<file path="src/rtl/alu_arbiter_pkg.sv">
// Shared definitions for the ALU arbiter slice.
//   - ALU opcode encodings (3-bit)
//   - FSM state encoding for the arbiter/sequencer
//   - helpers classifying opcodes for response masking
package alu_arbiter_pkg;

  localparam int unsigned ALU_WIDTH = 32;
  localparam int unsigned ALU_OPW   = 3;

  localparam logic [2:0] OP_AND     = 3'b000;
  localparam logic [2:0] OP_OR      = 3'b001;
  localparam logic [2:0] OP_ADD     = 3'b010;
  localparam logic [2:0] OP_BNE     = 3'b011;
  localparam logic [2:0] OP_ILLEGAL = 3'b100;
  localparam logic [2:0] OP_BEQ     = 3'b101;
  localparam logic [2:0] OP_SUB     = 3'b110;
  localparam logic [2:0] OP_SLT     = 3'b111;

  typedef enum logic [1:0] {
    ST_IDLE  = 2'd0,
    ST_ISSUE = 2'd1,
    ST_RESP  = 2'd2
  } state_e;

  function automatic logic is_branch(input logic [2:0] op);
    return (op == OP_BNE) || (op == OP_BEQ);
  endfunction

  function automatic logic is_illegal(input logic [2:0] op);
    return op == OP_ILLEGAL;
  endfunction

endpackage

</file>
<file path="src/rtl/alu_arbiter_rr_arb2.sv">
// rr_arb2: two-input round-robin grant.
//   clk, rst    : clock, async active-high reset
//   req[1:0]    : request vector (bit N = requester N)
//   update      : strobe that commits update_id as the last winner
//   update_id   : id of the requester just completed
//   grant[1:0]  : one-hot (or zero) combinational grant
// On a tie the requester that did not win last is granted; a lone
// requester always wins. last_grant resets to 1 so requester 0 wins
// the first tie.
module rr_arb2 (
  input  logic       clk,
  input  logic       rst,
  input  logic [1:0] req,
  input  logic       update,
  input  logic       update_id,
  output logic [1:0] grant
);

  logic last_grant_q;
  logic last_grant_d;

  always_comb begin
    grant = 2'b00;
    case (req)
      2'b01:   grant = 2'b01;
      2'b10:   grant = 2'b10;
      2'b11:   grant = last_grant_q ? 2'b01 : 2'b10;
      default: grant = 2'b00;
    endcase
  end

  always_comb begin
    last_grant_d = last_grant_q;
    if (update) begin
      last_grant_d = update_id;
    end
  end

  always_ff @(posedge clk or posedge rst) begin
    if (rst) begin
      last_grant_q <= 1'b1;
    end else begin
      last_grant_q <= last_grant_d;
    end
  end

endmodule

</file>
<file path="src/rtl/alu_arbiter.sv">
// alu_arbiter: shares one combinational ALU between two requesters.
//   req0_* / req1_* : valid/ready request channels (a, b, op)
//   alu_data1/2, alu_op : registered operands/opcode to the ALU
//   alu_result, alu_zero, alu_branch : combinational ALU outputs
//   rsp_*           : valid/ready response channel (id, result, flags)
//
// Handshake semantics (both channels): a transfer happens in a cycle
// where valid and ready are both high at the rising clock edge. A source
// holds valid and its payload stable until it sees ready; it may drop
// valid before that, in which case nothing transfers. reqN_ready is only
// ever high in IDLE; rsp_valid is high exactly while in RESP.
//
// Sequence: IDLE (grant + capture) -> ISSUE (ALU evaluates) -> RESP
// (wait for rsp_ready). The arbiter's history advances at the response
// handshake, so an operation discarded by reset leaves it untouched.
module alu_arbiter
  import alu_arbiter_pkg::*;
#(
  parameter int WIDTH = 32,
  parameter int OPW   = 3
) (
  input  logic             clk,
  input  logic             rst,
  input  logic             req0_valid,
  input  logic             req1_valid,
  output logic             req0_ready,
  output logic             req1_ready,
  input  logic [WIDTH-1:0] req0_a,
  input  logic [WIDTH-1:0] req0_b,
  input  logic [WIDTH-1:0] req1_a,
  input  logic [WIDTH-1:0] req1_b,
  input  logic [OPW-1:0]   req0_op,
  input  logic [OPW-1:0]   req1_op,
  output logic [WIDTH-1:0] alu_data1,
  output logic [WIDTH-1:0] alu_data2,
  output logic [OPW-1:0]   alu_op,
  input  logic [WIDTH-1:0] alu_result,
  input  logic             alu_zero,
  input  logic             alu_branch,
  output logic             rsp_valid,
  input  logic             rsp_ready,
  output logic             rsp_id,
  output logic [WIDTH-1:0] rsp_result,
  output logic             rsp_zero,
  output logic             rsp_branch,
  output logic             rsp_err
);

  state_e           state_q, state_d;
  logic [WIDTH-1:0] a_q, a_d;
  logic [WIDTH-1:0] b_q, b_d;
  logic [OPW-1:0]   op_q, op_d;
  logic             id_q, id_d;
  logic [WIDTH-1:0] res_q, res_d;
  logic             zero_q, zero_d;
  logic             branch_q, branch_d;
  logic             err_q, err_d;

  logic [1:0]       arb_req;
  logic [1:0]       grant;
  logic             rsp_fire;

  // Requests are only presented to the arbiter in IDLE, so a grant (and
  // therefore reqN_ready) can never appear in ISSUE or RESP.
  assign arb_req  = (state_q == ST_IDLE) ? {req1_valid, req0_valid} : 2'b00;
  assign rsp_fire = (state_q == ST_RESP) && rsp_ready;

  rr_arb2 u_rr_arb2 (
    .clk       (clk),
    .rst       (rst),
    .req       (arb_req),
    .update    (rsp_fire),
    .update_id (id_q),
    .grant     (grant)
  );

  assign req0_ready = grant[0];
  assign req1_ready = grant[1];

  always_comb begin
    state_d  = state_q;
    a_d      = a_q;
    b_d      = b_q;
    op_d     = op_q;
    id_d     = id_q;
    res_d    = res_q;
    zero_d   = zero_q;
    branch_d = branch_q;
    err_d    = err_q;

    case (state_q)
      ST_IDLE: begin
        if (grant != 2'b00) begin
          id_d    = grant[1];
          a_d     = grant[1] ? req1_a  : req0_a;
          b_d     = grant[1] ? req1_b  : req0_b;
          op_d    = grant[1] ? req1_op : req0_op;
          state_d = ST_ISSUE;
        end
      end

      ST_ISSUE: begin
        // Illegal opcode is checked first: the ALU output is not trusted.
        if (is_illegal(op_q)) begin
          res_d    = '0;
          zero_d   = 1'b0;
          branch_d = 1'b0;
          err_d    = 1'b1;
        end else if (is_branch(op_q)) begin
          res_d    = '0;
          zero_d   = 1'b0;
          branch_d = alu_branch;
          err_d    = 1'b0;
        end else begin
          res_d    = alu_result;
          zero_d   = alu_zero;
          branch_d = 1'b0;
          err_d    = 1'b0;
        end
        state_d = ST_RESP;
      end

      ST_RESP: begin
        if (rsp_ready) begin
          state_d = ST_IDLE;
        end
      end

      default: begin
        state_d = ST_IDLE;
      end
    endcase
  end

  always_ff @(posedge clk or posedge rst) begin
    if (rst) begin
      state_q  <= ST_IDLE;
      a_q      <= '0;
      b_q      <= '0;
      op_q     <= '0;
      id_q     <= 1'b0;
      res_q    <= '0;
      zero_q   <= 1'b0;
      branch_q <= 1'b0;
      err_q    <= 1'b0;
    end else begin
      state_q  <= state_d;
      a_q      <= a_d;
      b_q      <= b_d;
      op_q     <= op_d;
      id_q     <= id_d;
      res_q    <= res_d;
      zero_q   <= zero_d;
      branch_q <= branch_d;
      err_q    <= err_d;
    end
  end

  // ALU ports come straight from the issue registers; they only change
  // when a new operation is captured.
  assign alu_data1  = a_q;
  assign alu_data2  = b_q;
  assign alu_op     = op_q;

  assign rsp_valid  = (state_q == ST_RESP);
  assign rsp_id     = id_q;
  assign rsp_result = res_q;
  assign rsp_zero   = zero_q;
  assign rsp_branch = branch_q;
  assign rsp_err    = err_q;

endmodule

</file>
<file path="config.mk">
export PLATFORM = sky130hd
export DESIGN_NAME = alu_arbiter
export DESIGN_NICKNAME = d
export VERILOG_FILES = /design/src/rtl/alu_arbiter_pkg.sv /design/src/rtl/alu_arbiter_rr_arb2.sv /design/src/rtl/alu_arbiter.sv
export SDC_FILE = /design/constraint.sdc
export NUM_CORES = 1
export LEC_CHECK = 0
export CORE_AREA = 2 2 118 120
export CTS_BUF_LIST = sky130_fd_sc_hd__clkbuf_8 sky130_fd_sc_hd__clkbuf_16
export CTS_CLUSTER_SIZE = 8
export DETAILED_ROUTE_END_ITERATION = 12
export DIE_AREA = 0 0 120 122
export PLACE_DENSITY = 0.88
export SYNTH_ARGS = -nofsm -noshare
export SYNTH_HDL_FRONTEND = slang
export SYNTH_SLANG_ARGS = --single-unit
</file>
<file path="constraint.sdc">
create_clock -name clk -period 3.9 [get_ports clk]
set_clock_uncertainty 0.2 [all_clocks]
set_input_delay 0.585 -clock clk [delete_from_list [all_inputs] [get_ports clk]]
set_output_delay 0.585 -clock clk [all_outputs]
set_load 0.01 [all_outputs]
</file>
==> results.json, run 1 <==
{
  "ys_ff_latch": 106,
  "grt_first_pass_wirelength_um": 27600,
  "met2_length_um": 8660,
  "syn_inst": 426,
  "crit_type": "flop to primary output",
  "gp_congestion": 0.736,
  "wl_met1_um": 6760,
  "synth_top_area_share_pct": 49.9,
  "final_nets": 840,
  "clk_path_buf_depth": 2,
  "drive_above_1_share_pct": 6.99,
  "ant_nets": 0,
  "htree_levels": 3,
  "dieWidth_um": 120,
  "clkSlewWorstSetupHoldPaths_ns": 0.07,
  "cap_violations": 0,
  "die_h_um": 122,
  "rows": 43,
  "path_max_fanout": 27,
  "fmax_mhz": 340,
  "min_period_ns": 2.94,
  "whs_ns": 0.281,
  "antenna_found_initial": 0,
  "highest_layer": "met4",
  "port_buffers": 278,
  "cts_resized": 0,
  "rsz0062_at_grt": "no",
  "timing.final.crit_share_pct": 75.3,
  "cts_root_buf": "clkbuf_16",
  "seq_area_frac_synth_pct": 50.4,
  "setup_ws_ns": 0.962,
  "grt.total_usage_pct": 23.8,
  "crit_path_end": "req1_ready",
  "slew_headroom_pct": 12.3,
  "drc": 0,
  "place_inst": 836,
  "crit_required_ns": 3.12,
  "yosysTopAreaCell": "dfrtp_1",
  "yosysWarnings": 0,
  "vias": 4982,
  "r2r_cells": 4,
  "r2r_setup_slack_ns": 1.41,
  "ys_types": 29,
  "hold_class": "flop to flop",
  "rr_startpoint": "state_q[1]$_DFFE_PP0P_",
  "crit_start": "state_q[1]$_DFFE_PP0P_",
  "cts-hold-fix-buffers": 0,
  "cts_buffers": 9,
  "fin_cells": 852,
  "viasPerCell": 5.85,
  "synth.avg_cell_area_um2": 12.4,
  "grt_max_degree": 69,
  "path_cells": "nor2_4 > nand3_2 > inv_1 > clkdlybuf4s50_1",
  "synth.net_count": 599,
  "diodes": 0,
  "fillerInstances": 1062,
  "drt_iter0_markers": 345,
  "place_ws_ns": 1.01,
  "clock_sinks": 106,
  "first_pass_iters": 5,
  "core_um2": 13500,
  "postCtsSetupRepairBufs": 0,
  "p_leak_nw": 3.34,
  "cts_tree": "yes",
  "critPathSlowestCell": "clkdlybuf4s50_1",
  "r2r_end": "rsp_result[1]$_DFFE_PP0N_",
  "setup_violations": 0,
  "timing_hold_violations_final": 0,
  "peakVddDrop_mv": 0.346,
  "die_area_um2": 14600,
  "start_util_pct": 39.0,
  "synth_area_leaders": "dfrtp_1, a221o_1, and4_1",
  "status": "finished, final reports clean",
  "clk_latency_ns": 0.34,
  "critPathMaxStageDelay_ns": 0.55,
  "wl_per_cell_um": 20.5,
  "dpl.hpwl_um": 12200,
  "area_growth_pct": 58.9,
  "endpoint_kind": "primary output",
  "drv_slew": 0,
  "arrival_ns": 2.15,
  "grt_pass1_vias": 5186,
  "wirelength_um": 17500,
  "final.setup.tns_ns": 0,
  "syn_area_um2": 5260,
  "crit_path_start_kind": "flop",
  "tightest_slew_ns": 1.31,
  "io_pins": 279,
  "routed-wl-met3_um": 1520,
  "power.density_nw_per_um2": 735,
  "grt_overflow": 0
}
==> synth_stat cells, drive strengths merged <==
| cell | count |
|---|---|
| o211ai | 1 |
| nand2 | 4 |
| dfstp | 1 |
| and4 | 67 |
| nand2b | 3 |
| a221o | 67 |
| or2 | 1 |
| nor3b | 67 |
| o41ai | 1 |
| a22o | 33 |
| buf | 29 |
| o21ai | 4 |
| and3 | 1 |
| inv | 6 |
| dfrtp | 105 |
| a211oi | 1 |
| nand3 | 1 |
| mux2 | 1 |
| nor2b | 2 |
| clkbuf | 29 |
| nor2 | 2 |
==> state kept, by name, indices dropped and copies added, names as in the netlist <==
signal and cells:
rsp_id 1, rsp_zero 1, alu_data2 32, u_rr_arb2.last_grant_q 1
rsp_err 1, state_q 2, rsp_branch 1, alu_data1 32
alu_op 3, rsp_result 32
==> worst min-delay path by stage <==
| stage | from | end | slack (ns) | cells past startpoint |
|---|---|---|---|---|
| final | rsp_err$_DFFE_PP0N_ | rsp_err$_DFFE_PP0N_ | 0.28 | 2 |
| after global routing | rsp_err$_DFFE_PP0N_ | rsp_err$_DFFE_PP0N_ | 0.31 | 2 |
| after CTS | rsp_err$_DFFE_PP0N_ | rsp_err$_DFFE_PP0N_ | 0.28 | 2 |
| after detailed placement | rsp_err$_DFFE_PP0N_ | rsp_err$_DFFE_PP0N_ | 0.27 | 2 |
| after global placement | rsp_err$_DFFE_PP0N_ | rsp_err$_DFFE_PP0N_ | 0.27 | 2 |
| after floorplan | rsp_err$_DFFE_PP0N_ | rsp_err$_DFFE_PP0N_ | 0.31 | 2 |
==> cell families after synthesis <==
family | share of synthesized area, %
multiplexers | 0.214
flip-flops | 50.4
buffers and inverters | 6.70
AO/OA/AOI/OAI | 19.2
AND/OR/NAND/NOR | 23.4
==> through the flow <==
stage	power [mW]	instance area, um^2	utilization, %
CTS	6.19	8360	61.9
detailed placement	5.28	8070	59.7
global route	6.51	8360	61.9
floorplan	3.70	5260	-
finish	6.15	8360	61.9
global placement	5.16	8070	59.7
==> cell usage in the layout, fill, tap and decap left out, types with 2 or more instances in the layout <==
master           count
and4_1              67
a22o_1              33
buf_12               3
a221o_1             67
dfrtp_1            105
nor2b_1              2
nand2b_1             3
clkbuf_16            9
nand2_1              3
clkinv_4             2
nor3b_1             57
clkdlybuf4s50_1    277
nor3b_2             10
o21ai_0              3
buf_4                7
inv_8                2
nor2_4               2
inv_1                5
==> layout make-up <==
class                   count  area (um^2)  area share (%)
clock inverters             6         56.3           0.673
inverters                   6         25.0           0.299
clock buffers              10          239            2.86
multi-input cells         256         2270            27.2
repair buffers            288         2890            34.6
flip-flops and latches    106         2650            31.7
well taps                 180          225            2.69
==> layer usage <==
metal / vias to the layer above / track usage, %
met5: - / 0
met4: 0 / 9.63
met3: 42 / 5.29
met2: 302 / 41.0
met1: 2434 / 29.0
li1: 2204 / -
==> critical path: cells and delay by family (launching register included) <==
kind          cells  cell delay, ns
buf+inv           2            0.67
flops             1            0.42
simple gates      2            0.73
==> where the power goes <==
part / switching (mW) / total (mW) / internal, mW
sequential: 0.353 / 1.99 / 1.64
combinational: 1.49 / 3.26 / 1.77
clock: 0.426 / 0.891 / 0.465
total: 2.27 / 6.15 / 3.88
Power figures use the tool's default switching activity.
==> run 2: changes to the inputs <==
==> constraint.sdc (replaced) <==
create_clock -name clk -period 2.8 [get_ports clk]
set_clock_uncertainty 0.2 [all_clocks]
set_input_delay 0.42 -clock clk [delete_from_list [all_inputs] [get_ports clk]]
set_output_delay 0.42 -clock clk [all_outputs]
set_load 0.01 [all_outputs]
==> results.json, run 2 (synthesized netlist as in run 1, its figures left out) <==
{
  "antenna_found_initial": 1,
  "p_leak_nw": 3.37,
  "clk_path_buf_depth": 2,
  "die_area_um2": 14600,
  "endpoint_kind": "primary output",
  "cap_violations": 0,
  "final_cell_area_um2": 8390,
  "total_power_mw": 8.62,
  "grt_overflow": 0,
  "peakVddDrop_mv": 0.596,
  "timing_hold_violations_final": 0,
  "ant_nets": 0,
  "rows": 43,
  "io_pins": 279,
  "cts_root_buf": "clkbuf_16",
  "diodes": 0,
  "die_h_um": 122,
  "cts-hold-fix-buffers": 0,
  "cts_tree": "yes",
  "area_growth_pct": 59.4,
  "fmax_mhz": 404,
  "clkSlewWorstSetupHoldPaths_ns": 0.07,
  "viasPerCell": 5.78,
  "rsz0062_at_grt": "no",
  "path_common_cell": "clkdlybuf4s50_1",
  "timing.final.crit_share_pct": 88.4,
  "crit_type": "primary input to primary output",
  "grt_first_pass_wirelength_um": 27100,
  "wirelength_um": 17600,
  "critPathMaxStageDelay_ns": 0.63,
  "placed_cell_area_um2": 8090,
  "dieWidth_um": 120,
  "port_buffers": 278,
  "core_um2": 13500,
  "drive_above_1_share_pct": 7.67,
  "cp_top_family": "buffers and inverters",
  "final.setup.tns_ns": 0,
  "drt_iter0_markers": 325,
  "drc": 0,
  "cts_resized": 0,
  "arrival_ns": 1.85,
  "power.density_nw_per_um2": 1030,
  "cts_buffers": 9,
  "path_buf_inv": 2,
  "vias": 4959,
  "status": "finished, final reports clean",
  "final_util_pct": 62.1,
  "gp_congestion": 0.783,
  "clock_sinks": 106,
  "htree_levels": 3,
  "drv_slew": 0,
  "clk_latency_ns": 0.34,
  "path_max_fanout": 4,
  "grt.total_usage_pct": 23.5,
  "crit_required_ns": 2.18,
  "min_period_ns": 2.47,
  "postCtsSetupRepairBufs": 0,
  "dpl.hpwl_um": 12400,
  "setup_violations": 0,
  "hold_class": "primary input to asynchronous set/reset pin",
  "grt_max_degree": 92,
  "wl_per_cell_um": 20.5,
  "crit_path_start_kind": "primary input",
  "slew_headroom_pct": 61.3,
  "layout_common_cells": "clkdlybuf4s50_1, dfrtp_1, and4_1, a221o_1, nor3b_1",
  "path_cells": "clkdlybuf4s50_1 > and3_1 > clkdlybuf4s50_1",
  "grt_pass1_vias": 5156,
  "first_pass_iters": 4,
  "critPathSlowestCell": "clkdlybuf4s50_1",
  "layout_commonest_cell": "clkdlybuf4s50_1",
  "start_util_pct": 39.0,
  "final_nets": 846,
  "tightest_slew_ns": 0.580
}
-- run 2: changes by cell type in the layout (fill, tap and decap cells not counted) --
cell,previous run,this run
buf_12,3,1
inv_1,5,6
buf_4,7,15
inv_8,2,0
bufinv_16,0,1
clkinv_2,0,1
inv_4,1,0
-- run 2: where the power goes --
group / switching, mW / internal (mW) / total [mW]
clock network: 0.565 / 0.720 / 1.29
registers: 0.493 / 2.29 / 2.78
logic: 2.07 / 2.49 / 4.55
total: 3.12 / 5.49 / 8.62
-- run 2: final timing paths --
| kind | startpoint | endpoint | slack [ns] | cells past startpoint |
|---|---|---|---|---|
| max in group asynchronous | rst | alu_data2[27]$_DFFE_PP0P_ | 1.40 | 3 |
| worst max register to register | state_q[1]$_DFFE_PP0P_ | alu_data2[19]$_DFFE_PP0P_ | 0.73 | 5 |
| min in group clk | rsp_err$_DFFE_PP0N_ | rsp_err$_DFFE_PP0N_ | 0.27 | 2 |
| worst min-delay path | rst | rsp_result[17]$_DFFE_PP0N_ | 0.22 | 2 |
| worst min register to register | rsp_err$_DFFE_PP0N_ | rsp_err$_DFFE_PP0N_ | 0.27 | 2 |
| worst max-delay path | req0_valid | req0_ready | 0.33 | 3 |
-- run 2: cell type report --
class / instances / area, um^2
Clock buffer: 10 / 239
Clock inverter: 6 / 65.1
Fill cell: 1070 / 5110
Inverter: 6 / 26.3
Multi-Input combinational cell: 256 / 2270
Sequential cell: 106 / 2650
Tap cell: 180 / 225
Timing Repair Buffer: 294 / 2910
-- run 2: metrics by stage --
step | std cells | worst slack, ns | hold slack, ns
after global placement | 842 | 0.341 | 0.264
final | 858 | 0.326 | 0.221
after CTS | 858 | 0.331 | 0.226
after detailed placement | 842 | 0.335 | 0.263
after global routing | 858 | 0.261 | 0.250
after floorplan | 426 | 0.907 | 0.309
-- run 2: metal layers --
metal	vias up	part of all wire, %	global-route usage [%]
met3	39	8.4	7.54
met5	-	0.080	0
li1	2211	-	-
met2	248	50	39.4
met4	2	2.1	7.94
met1	2459	40	28.5
-- run 2: worst reg2reg max path, delay by kind of cell, from the launching register on --
family,cells,cell delay (ns)
AO/OA/AOI/OAI,2,0.54
buffers and inverters,2,0.60
flip-flops,1,0.43
AND/OR/NAND/NOR,1,0.17
